## src/rtl/cla_seq_mul_if.sv

```systemverilog
// Request/response bundle for the shift-add multiplier: operand pair in,
// ready/busy/done status and the held product out.
interface cla_seq_mul_if #(
    parameter int WIDTH = 32
);
    logic                   start;
    logic [WIDTH-1:0]       a;
    logic [WIDTH-1:0]       b;
    logic                   ready;
    logic                   busy;
    logic                   done;
    logic [2*WIDTH-1:0]     product;

    modport master (
        output start, a, b,
        input  ready, busy, done, product
    );

    modport slave (
        input  start, a, b,
        output ready, busy, done, product
    );
endinterface

```

## src/rtl/cla_seq_mul.sv

```systemverilog
// Unsigned sequential multiplier: one add-and-shift per clock through a single
// WIDTH-bit carry-look-ahead adder, 2*WIDTH-bit product after WIDTH iterations.
module cla_seq_mul #(
    parameter int WIDTH = 32
) (
    input  logic              clk,
    input  logic              rst,
    cla_seq_mul_if.slave      bus
);
    localparam int CNT_W = (WIDTH > 1) ? $clog2(WIDTH) : 1;
    localparam logic [CNT_W-1:0] LAST_CNT = CNT_W'(WIDTH - 1);

    typedef enum logic [1:0] {
        S_IDLE = 2'd0,
        S_BUSY = 2'd1,
        S_DONE = 2'd2
    } state_t;

    state_t                 r_state;
    state_t                 w_state_nxt;
    logic [WIDTH-1:0]       r_mcand;
    logic [WIDTH-1:0]       r_hi;
    logic [WIDTH-1:0]       r_lo;
    logic [CNT_W-1:0]       r_cnt;
    logic [2*WIDTH-1:0]     r_product;

    logic [WIDTH-1:0]       w_p;
    logic [WIDTH-1:0]       w_g;
    logic [WIDTH:0]         w_carry;
    logic [WIDTH-1:0]       w_sum;
    logic                   w_cout;
    logic [2*WIDTH-1:0]     w_acc_nxt;
    logic                   w_ready;
    logic                   w_busy;
    logic                   w_done;

    assign w_p = r_hi ^ r_mcand;
    assign w_g = r_hi & r_mcand;

    // Every carry is a flat sum-of-products over p/g, so no carry depends on
    // the previous bit's resolved carry.
    always_comb begin
        logic v_term;
        w_carry = '0;
        for (int i = 0; i < WIDTH; i++) begin
            for (int j = 0; j <= i; j++) begin
                v_term = w_g[j];
                for (int k = j + 1; k <= i; k++) begin
                    v_term = v_term & w_p[k];
                end
                w_carry[i+1] = w_carry[i+1] | v_term;
            end
        end
    end

    assign w_sum  = w_p ^ w_carry[WIDTH-1:0];
    assign w_cout = w_carry[WIDTH];

    assign w_acc_nxt = r_lo[0] ? {w_cout, w_sum, r_lo[WIDTH-1:1]}
                               : {1'b0,   r_hi,  r_lo[WIDTH-1:1]};

    // NOTE: state registers use non-blocking assignments so all flops update
    // from pre-edge values regardless of evaluation order.
    always_ff @(posedge clk) begin
        if (rst) r_state <= S_IDLE;
        else     r_state <= w_state_nxt;
    end

    // NOTE: every output of this block gets a default first, so no path
    // leaves a signal unassigned and no latch is inferred.
    always_comb begin
        w_state_nxt = r_state;
        w_ready     = 1'b0;
        w_busy      = 1'b0;
        w_done      = 1'b0;
        unique case (r_state)
            S_IDLE: begin
                w_ready = 1'b1;
                if (bus.start) w_state_nxt = S_BUSY;
            end
            S_BUSY: begin
                w_busy = 1'b1;
                if (r_cnt == LAST_CNT) w_state_nxt = S_DONE;
            end
            S_DONE: begin
                w_done      = 1'b1;
                w_state_nxt = S_IDLE;
            end
            default: w_state_nxt = S_IDLE;
        endcase
    end

    always_ff @(posedge clk) begin
        if (rst) begin
            r_mcand   <= '0;
            r_hi      <= '0;
            r_lo      <= '0;
            r_cnt     <= '0;
            r_product <= '0;
        end else begin
            unique case (r_state)
                S_IDLE: begin
                    if (bus.start) begin
                        r_mcand <= bus.a;
                        r_hi    <= '0;
                        r_lo    <= bus.b;
                        r_cnt   <= '0;
                    end
                end
                S_BUSY: begin
                    {r_hi, r_lo} <= w_acc_nxt;
                    r_cnt        <= r_cnt + 1'b1;
                    if (r_cnt == LAST_CNT) r_product <= w_acc_nxt;
                end
                default: ;
            endcase
        end
    end

    assign bus.ready   = w_ready;
    assign bus.busy    = w_busy;
    assign bus.done    = w_done;
    assign bus.product = r_product;
endmodule

```

## src/flat_wrapper.sv

```systemverilog
// flat-port wrapper written by rule: the top's interface ports become plain ports
module cla_seq_mul_flat 
#(
    parameter int WIDTH = 32
)
  (clk, rst, bus_start, bus_a, bus_b, bus_ready, bus_busy, bus_done, bus_product);
  cla_seq_mul_if #(.WIDTH(WIDTH)) bus_i ();
  input  logic clk;
  input  logic rst;
  input wire logic [$bits(bus_i.start)-1:0] bus_start;
  input wire logic [$bits(bus_i.a)-1:0] bus_a;
  input wire logic [$bits(bus_i.b)-1:0] bus_b;
  output wire logic [$bits(bus_i.ready)-1:0] bus_ready;
  output wire logic [$bits(bus_i.busy)-1:0] bus_busy;
  output wire logic [$bits(bus_i.done)-1:0] bus_done;
  output wire logic [$bits(bus_i.product)-1:0] bus_product;
  assign bus_i.start = bus_start;
  assign bus_i.a = bus_a;
  assign bus_i.b = bus_b;
  assign bus_ready = bus_i.ready;
  assign bus_busy = bus_i.busy;
  assign bus_done = bus_i.done;
  assign bus_product = bus_i.product;
  cla_seq_mul #(.WIDTH(WIDTH)) u_core (.clk(clk), .rst(rst), .bus(bus_i));
endmodule
```

## config.mk

```make
export PLATFORM = sky130hd
export DESIGN_NAME = cla_seq_mul_flat
export DESIGN_NICKNAME = d
export VERILOG_FILES = /design/src/rtl/cla_seq_mul_if.sv /design/src/rtl/cla_seq_mul.sv /design/src/flat_wrapper.sv
export SDC_FILE = /design/constraint.sdc
export NUM_CORES = 1
export LEC_CHECK = 0
export ABC_CLOCK_PERIOD_IN_PS = 6700
export CAP_MARGIN = 30
export CORE_UTILIZATION = 47
export DETAILED_ROUTE_END_ITERATION = 16
export PLACE_DENSITY = 0.72
export SLEW_MARGIN = 20
export SYNTH_ARGS = -nofsm -noshare
export SYNTH_HDL_FRONTEND = slang
export SYNTH_SLANG_ARGS = --single-unit --ignore-timing --ignore-initial --compat-mode --unroll-limit 50000
```

## constraint.sdc

```tcl
create_clock -name clk -period 6.7 [get_ports clk]
set_clock_uncertainty 0.15 [all_clocks]
set_input_delay 1.005 -clock clk [delete_from_list [all_inputs] [get_ports clk]]
set_output_delay 1.005 -clock clk [all_outputs]
set_load 0.005 [all_outputs]
```

==> results of run 1 <==
-- cells in the final DEF (no fill, tap or decap), drive strengths merged, types with 3 or more instances in the layout --
| cell type | count |
|---|---|
| nor3 | 13 |
| xnor2 | 10 |
| a21o | 13 |
| mux2i | 12 |
| clkbuf | 17 |
| nor2 | 102 |
| a31oi | 13 |
| ha | 35 |
| a21oi | 114 |
| buf | 11 |
| a311oi | 45 |
| clkinv | 8 |
| o211ai | 4 |
| a221oi | 4 |
| nand3 | 20 |
| a22oi | 4 |
| nand2b | 4 |
| inv | 19 |
| and2 | 3 |
| o31ai | 6 |
| o21a | 5 |
| o21ai | 20 |
| nor2b | 10 |
| a211o | 3 |
| nand2 | 241 |
| dfxtp | 167 |
| clkdlybuf4s50 | 132 |
| and3 | 9 |
| nand3b | 6 |
| a211oi | 24 |
| xor2 | 4 |
-- power groups by stage --
stage / sequential, mW / clock, mW / combinational [mW]
2_1_floorplan: 1.07 / 0 / 0.166
3_3_place_gp: 1.08 / 0 / 0.245
3_5_place_dp: 1.08 / 0 / 0.247
4_1_cts: 1.06 / 0.975 / 0.248
5_1_grt: 1.06 / 1.02 / 0.279
6_report: 1.06 / 0.961 / 0.250
-- layer usage --
| layer | part of all wire (%) | GRT usage, % |
|---|---|---|
| met1 | 47 | 31.1 |
| met4 | 2.0 | 8.30 |
| met3 | 5.0 | 4.81 |
| met5 | 0 | 0 |
| met2 | 46 | 37.7 |
-- stage by stage --
step                      hold slack (ns)  instances  total power [mW]  setup slack [ns]  utilization, %
after global placement              0.293       1300              1.32              3.58            56.8
after global routing                0.323       1333              2.36              3.11            60.5
final                               0.304       1333              2.27              3.20            60.5
after floorplan                     0.279       1006              1.24              3.81               -
after detailed placement            0.296       1300              1.33              3.53            56.8
after CTS                           0.307       1332              2.28              3.18            60.3
-- state kept, by name, indices dropped and copies added (netlist names) --
signal	flops
u_core.bus.product	64
u_core.r_cnt	5
u_core.r_hi	32
u_core.r_lo	32
u_core.r_mcand	32
u_core.r_state	2
-- worst max-delay path, stage by stage (launching register included) --
cell,delay [ns]
dfxtp_1,0.32
nand2b_2,0.17
inv_1,0.51
buf_4,0.34
clkdlybuf4s50_1,0.56
-- worst paths after layout --
check / start / to / cells after the start
worst max-delay path: u_core.r_state[1]$_SDFFE_PP0P_ / bus_busy / 4
worst min-delay path: u_core.bus.product[21]$_SDFFE_PP0P_ / u_core.bus.product[21]$_SDFFE_PP0P_ / 2
worst max register to register: u_core.r_hi[1]$_SDFFE_PP0P_ / u_core.bus.product[53]$_SDFFE_PP0P_ / 10
worst min register to register: u_core.bus.product[21]$_SDFFE_PP0P_ / u_core.bus.product[21]$_SDFFE_PP0P_ / 2
-- kinds of logic after synthesis --
kind of cell	after synthesis	share of synthesized area, %
AO/OA/AOI/OAI	276	23.4
XOR/XNOR	14	1.53
adder cells (fa/ha/maj)	36	5.73
buffers and inverters	82	3.88
flip-flops	167	41.8
multiplexers	13	1.64
AND/OR/NAND/NOR	418	22.0
-- final cells by class --
cell class,instances,area share (%)
clock buffer,17,4.24
clock inverter,15,1.61
inverter,14,0.524
multi-input combinational,757,43.3
sequential,167,33.3
tap,220,2.74
timing repair buffer,143,14.2
==> impl_results.md, run 1 <==
* Die area at 0.0175 mm2
* Syn Area/Cell at 7.94 um2
* Fill cell count at 1546
* CTS Buffer Depth at 2
* Wirelength per Cell at 15.2 um
* Final Critical Period at 3.50 ns
* Root Buffer: clkbuf_16
* Worst Tran Pin Value at 0.916 ns
* Seq/Total Area, Yosys at 41.8%
* Slew Viols, Final at 0
* First-pass GRT wire length at 33300 um
* Switching power at about 0.64 mW
* Sum Neg Setup Slack at 0 ns
* Total Nets Final at 1203
* Initial antenna violation count at 0
* Placed cell areas at around 0.0094 mm2
* Most common cell in the netlist: nand2_1
* Multi-input logic area at 0.00435 mm2
* Leading area contributor after synthesis: dfxtp_1
* Highest clock rate at roughly 290 MHz
* Final Hold Vio Count at 0
* Worst setup path category: flip-flop to output pin
* Placer Congestion at 0.888
* Sequential power share at 46.6%
* Top-area cell type share of the netlist area at 41.8%
* Warnings, synthesis at 0
* Drt first pass iters at 5
* Static Leak at 3.76 nW
* Hold/Removal Path Class: flip-flop to flip-flop
* Share of flip-flops with an asynchronous set or reset at 0%
* Placeable Area at 0.0166 mm2
* Vias at approximately 7400
* CTS HTree Levels at 4
* Top Ports at 134
* Reg area at approximately 0.0033 mm2
* Outcome: completed
* CP startpoint kind: flip-flop
* DRC at 0
* Worst VDD drop at 181 uV
* Total CTS buffers at 17
* Top FF cell, synth: dfxtp_1
* Postcts setup bufs at 0
* Fin crit share at 52.3%
* Finished layout cell area at 0.0100 mm2
* Endpoint class of the critical path: output pin
* Number of flops mapped to enable cells by yosys at 0
* Max-Cap Viols at 0
* Skew-Pair Late Insertion Delay at 0.44 ns
* Vias per cell at approximately 5.6
* #FFs+latches synth at 167
* Synth area leaders: dfxtp_1 42%, nand2_1 11%, a21oi_1 7.1%
* Initial Util at 48.2%
* Post-DP HPWL at 13400 um
* Clk sink count at 167
* Netlist Area Pre-Place at ~0.008 mm2
* Largest net degree at the start of global routing at 95
* Gate power share at 11.0%
* RSZ-0062 raised after global routing: false
* CTS clock-pin slew for the worst setup and hold paths at 0.07 ns
* Final wirelength at around 20000 um
* Slew margin rel. at between 30% and 40%
* Die extent in x at 132 um
* Final setup fails at 0
* Die Span Y at 132 um
* Pwr dens at 226 mW/mm2
* Layout cells sized above 1 at 5.66%
* Synth Instances at 1006
* Arrival @ worst endpoint at 2.35 ns
* Post-synth cell types at 65
* Port Buffers at 133
* Int Power at about 1.6 mW
* Post-CTS Hold Fix Bufs at 0
* Most instantiated cells after synthesis: 241 x nand2_1, 167 x dfxtp_1, 113 x a21oi_1
* Standard-cell rows at 47
* Post-CTS sizing at 0
* FF-to-FF setup slack at about 3.5 ns
* Clock power share at between 40% and 50%
* CP Max Fanout at 17
* N_diodes at 0
* Area added between synthesis and finish at 25.5%
* Global Route Usage Sum at approximately a quarter
* Final ANT Viol Nets at 0
* Syn nets at 1109
* Number of global-route vias before repair at 6719
* Sw Share at 28.1%
* DRT iter0 DRCs at 480
* TritonCTS clock tree: built
* Req. time, crit path at 5.54 ns
* Total congestion overflow at 0
Note: power is estimated with default switching activity, not from simulation.
==> inputs of run 2 (changes only) <==
- ABC_CLOCK_PERIOD_IN_PS: 6700 -> 3700
- clock period: 6.7 -> 3.7 ns (I/O delays scaled with it)
==> impl_results.md, run 2 (same netlist as run 1, synthesis figures left out) <==
* Top Ports at 134 (unchanged)
* First-pass GRT wire length at 33800 um (was 33300 um)
* Die extent in x at 132 um (unchanged)
* Most frequent cells in the layout: 240 x nand2_1, 167 x dfxtp_1, 132 x clkdlybuf4s50_1, 113 x a21oi_1, 102 x nor2_1 (unchanged)
* Root Buffer: clkbuf_16 (unchanged)
* Worst VDD drop at 329 uV (was 181 uV)
* Die Span Y at 132 um (unchanged)
* Max-Cap Viols at 0 (unchanged)
* Sum Neg Setup Slack at 0 ns (unchanged)
* RSZ-0062 raised after global routing: false (unchanged)
* Largest net degree at the start of global routing at 120 (was 95)
* RR Endpoint: u_core.bus.product[53]$_SDFFE_PP0P_ (unchanged)
* CTS clock-pin slew for the worst setup and hold paths at 0.07 ns (about the same)
* CP startpoint kind: flip-flop (unchanged)
* CP Max Fanout at 8 (was 17)
* Worst R2R Path Depth at 10 (unchanged)
* Placeable Area at 0.0166 mm2 (unchanged)
* N_diodes at 0 (unchanged)
* Most common cell after layout, fill and taps aside: nand2_1 (unchanged)
* Layout cells sized above 1 at 6.00% (was 5.66%)
* Total Nets Final at 1207 (was 1203)
* Slew margin rel. at 39.7% (was 38.9%)
* FF-to-FF setup slack at 0.53 ns (was 3.52 ns)
* DRT iter0 DRCs at 489 (was 480)
* Drt first pass iters at 5 (unchanged)
* Fin util at 60.8% (was 60.5%)
* CTS Buffer Depth at 2 (unchanged)
* Slew Viols, Final at 0 (unchanged)
* Endpoint class of the critical path: flip-flop (was output pin)
* Initial Util at 48.2% (unchanged)
* Number of global-route vias before repair at 6914 (was 6719)
* Final Hold Vio Count at 0 (unchanged)
* Final Critical Period at 3.17 ns
* Final wirelength at 20400 um (was 20200 um)
* Hold path start: u_core.bus.product[22]$_SDFFE_PP0P_ (was u_core.bus.product[21]$_SDFFE_PP0P_)
* Port Buffers at 133 (unchanged)
* Post-DP HPWL at 13900 um (was 13400 um)
* Total CTS buffers at 17 (unchanged)
* Postcts setup bufs at 0 (unchanged)
* Hold slack at 0.302 ns (was 0.304 ns)
* Hold endpoint: u_core.bus.product[22]$_SDFFE_PP0P_ (was u_core.bus.product[21]$_SDFFE_PP0P_)
* Reg2Reg Launch Point: u_core.r_hi[1]$_SDFFE_PP0P_ (unchanged)
* DRC at 0 (unchanged)
* Worst setup path category: flip-flop to flip-flop (was flip-flop to output pin)
* Total congestion overflow at 0 (unchanged)
* Hold/Removal Path Class: flip-flop to flip-flop (unchanged)
* Hold path depth at 2 (unchanged)
* Placer Congestion at 0.916 (was 0.888)
* Post-CTS sizing at 0 (unchanged)
* Global Route Usage Sum at 23.7% (was 23.4%)
* Final ANT Viol Nets at 0 (unchanged)
* Highest clock rate at 316 MHz
* Wirelength per Cell at 15.3 um (was 15.2 um)
* TritonCTS clock tree: built (unchanged)
* Standard-cell rows at 47 (unchanged)
* Vias per cell at 5.57 (was 5.56)
* Clk sink count at 167 (unchanged)
* Area added between synthesis and finish at 26.0% (was 25.5%)
* Initial antenna violation count at 0 (unchanged)
* Post-CTS Hold Fix Bufs at 0 (unchanged)
* Fin crit share at 85.6%
* Arrival @ worst endpoint at 3.32 ns (was 2.35 ns)
* Pwr dens at 416 mW/mm2 (was 226 mW/mm2)
* Final setup fails at 0 (unchanged)
* Outcome: completed (unchanged)
* Max reg flops at 64 (unchanged)
* Static Leak at 3.80 nW (was 3.76 nW)
* CTS HTree Levels at 4 (unchanged)
* Req. time, crit path at 3.85 ns (was 5.54 ns)
* Worst Tran Pin Value at 0.902 ns (was 0.916 ns)
* Finished layout cell area at 0.0101 mm2 (was 0.0100 mm2)
* Vias at 7448 (was 7410)
* Skew-Pair Late Insertion Delay at 0.43 ns (was 0.44 ns)
* Placed cell areas at 0.00947 mm2 (was 0.00941 mm2)
* Die area at 0.0175 mm2 (unchanged)
-- run 2: cell count changes in the layout (fill, tap and decap cells not counted), moves of 2 or more --
cell / delta
bufinv_16: +2
inv_6: +3
inv_8: -3
clkinvlp_4: -2
buf_4: +4
clkinv_8: -2
-- run 2: through the flow --
| stage | std cells | worst slack (ns) | power, mW |
|---|---|---|---|
| floorplan | 1006 | 0.806 | 2.24 |
| global placement | 1305 | 0.642 | 2.41 |
| detailed placement | 1305 | 0.602 | 2.41 |
| CTS | 1337 | 0.563 | 4.21 |
| global route | 1337 | 0.369 | 4.36 |
| finish | 1337 | 0.532 | 4.19 |
-- run 2: worst max-delay path by stage --
stage                                                endpoint  slack, ns                          from  depth (start not counted)
final                     u_core.bus.product[53]$_SDFFE_PP0P_       0.53   u_core.r_hi[1]$_SDFFE_PP0P_                         10
after global routing      u_core.bus.product[62]$_SDFFE_PP0P_       0.37  u_core.r_hi[22]$_SDFFE_PP0P_                          9
after CTS                 u_core.bus.product[53]$_SDFFE_PP0P_       0.56   u_core.r_hi[1]$_SDFFE_PP0P_                         10
after detailed placement  u_core.bus.product[53]$_SDFFE_PP0P_       0.60   u_core.r_hi[1]$_SDFFE_PP0P_                         10
after global placement    u_core.bus.product[53]$_SDFFE_PP0P_       0.64   u_core.r_hi[1]$_SDFFE_PP0P_                         10
after floorplan           u_core.bus.product[53]$_SDFFE_PP0P_       0.81   u_core.r_hi[1]$_SDFFE_PP0P_                         10
-- run 2: final cells by class --
| cell class | count | area [um2] |
|---|---|---|
| well taps | 220 | 275 |
| clock buffers | 19 | 443 |
| multi-input cells | 757 | 4350 |
| repair buffers | 147 | 1450 |
| inverters | 14 | 52.6 |
| clock inverters | 13 | 163 |
| flip-flops and latches | 167 | 3340 |
| fillers | 1515 | 6510 |
-- run 2: worst max-delay path, cell delays in order (launching register included) --
cell and delay [ns]:
dfxtp_1 0.34, ha_1 0.31, ha_1 0.19, o211ai_1 0.26, a21o_1 0.28, a21oi_4 0.12, a211o_4 0.41, a311o_2 0.46
xor2_1 0.17, a211oi_1 0.29, nor3_2 0.07
-- run 2: per-layer routing --
metal  GRT usage (%)  up-vias  wire length, um
met2            38.7      214             9570
li1                -     3739                -
met4            7.15        0              299
met1            31.3     3471             9490
met3            5.07       24             1070
met5               0        -                0
-- run 2: where the power goes --
part	switching (mW)	internal (mW)	total (mW)	leakage [nW]
Clock	0.779	1.04	1.81	0.298
Combinational	0.269	0.190	0.459	2.14
Sequential	0.0511	1.87	1.92	1.36
==> inputs of run 3 (changes only) <==
- CAP_MARGIN: 30 -> default
==> results of run 3 <==
No change in the layout: final DEF, timing and power equal those of run 2.
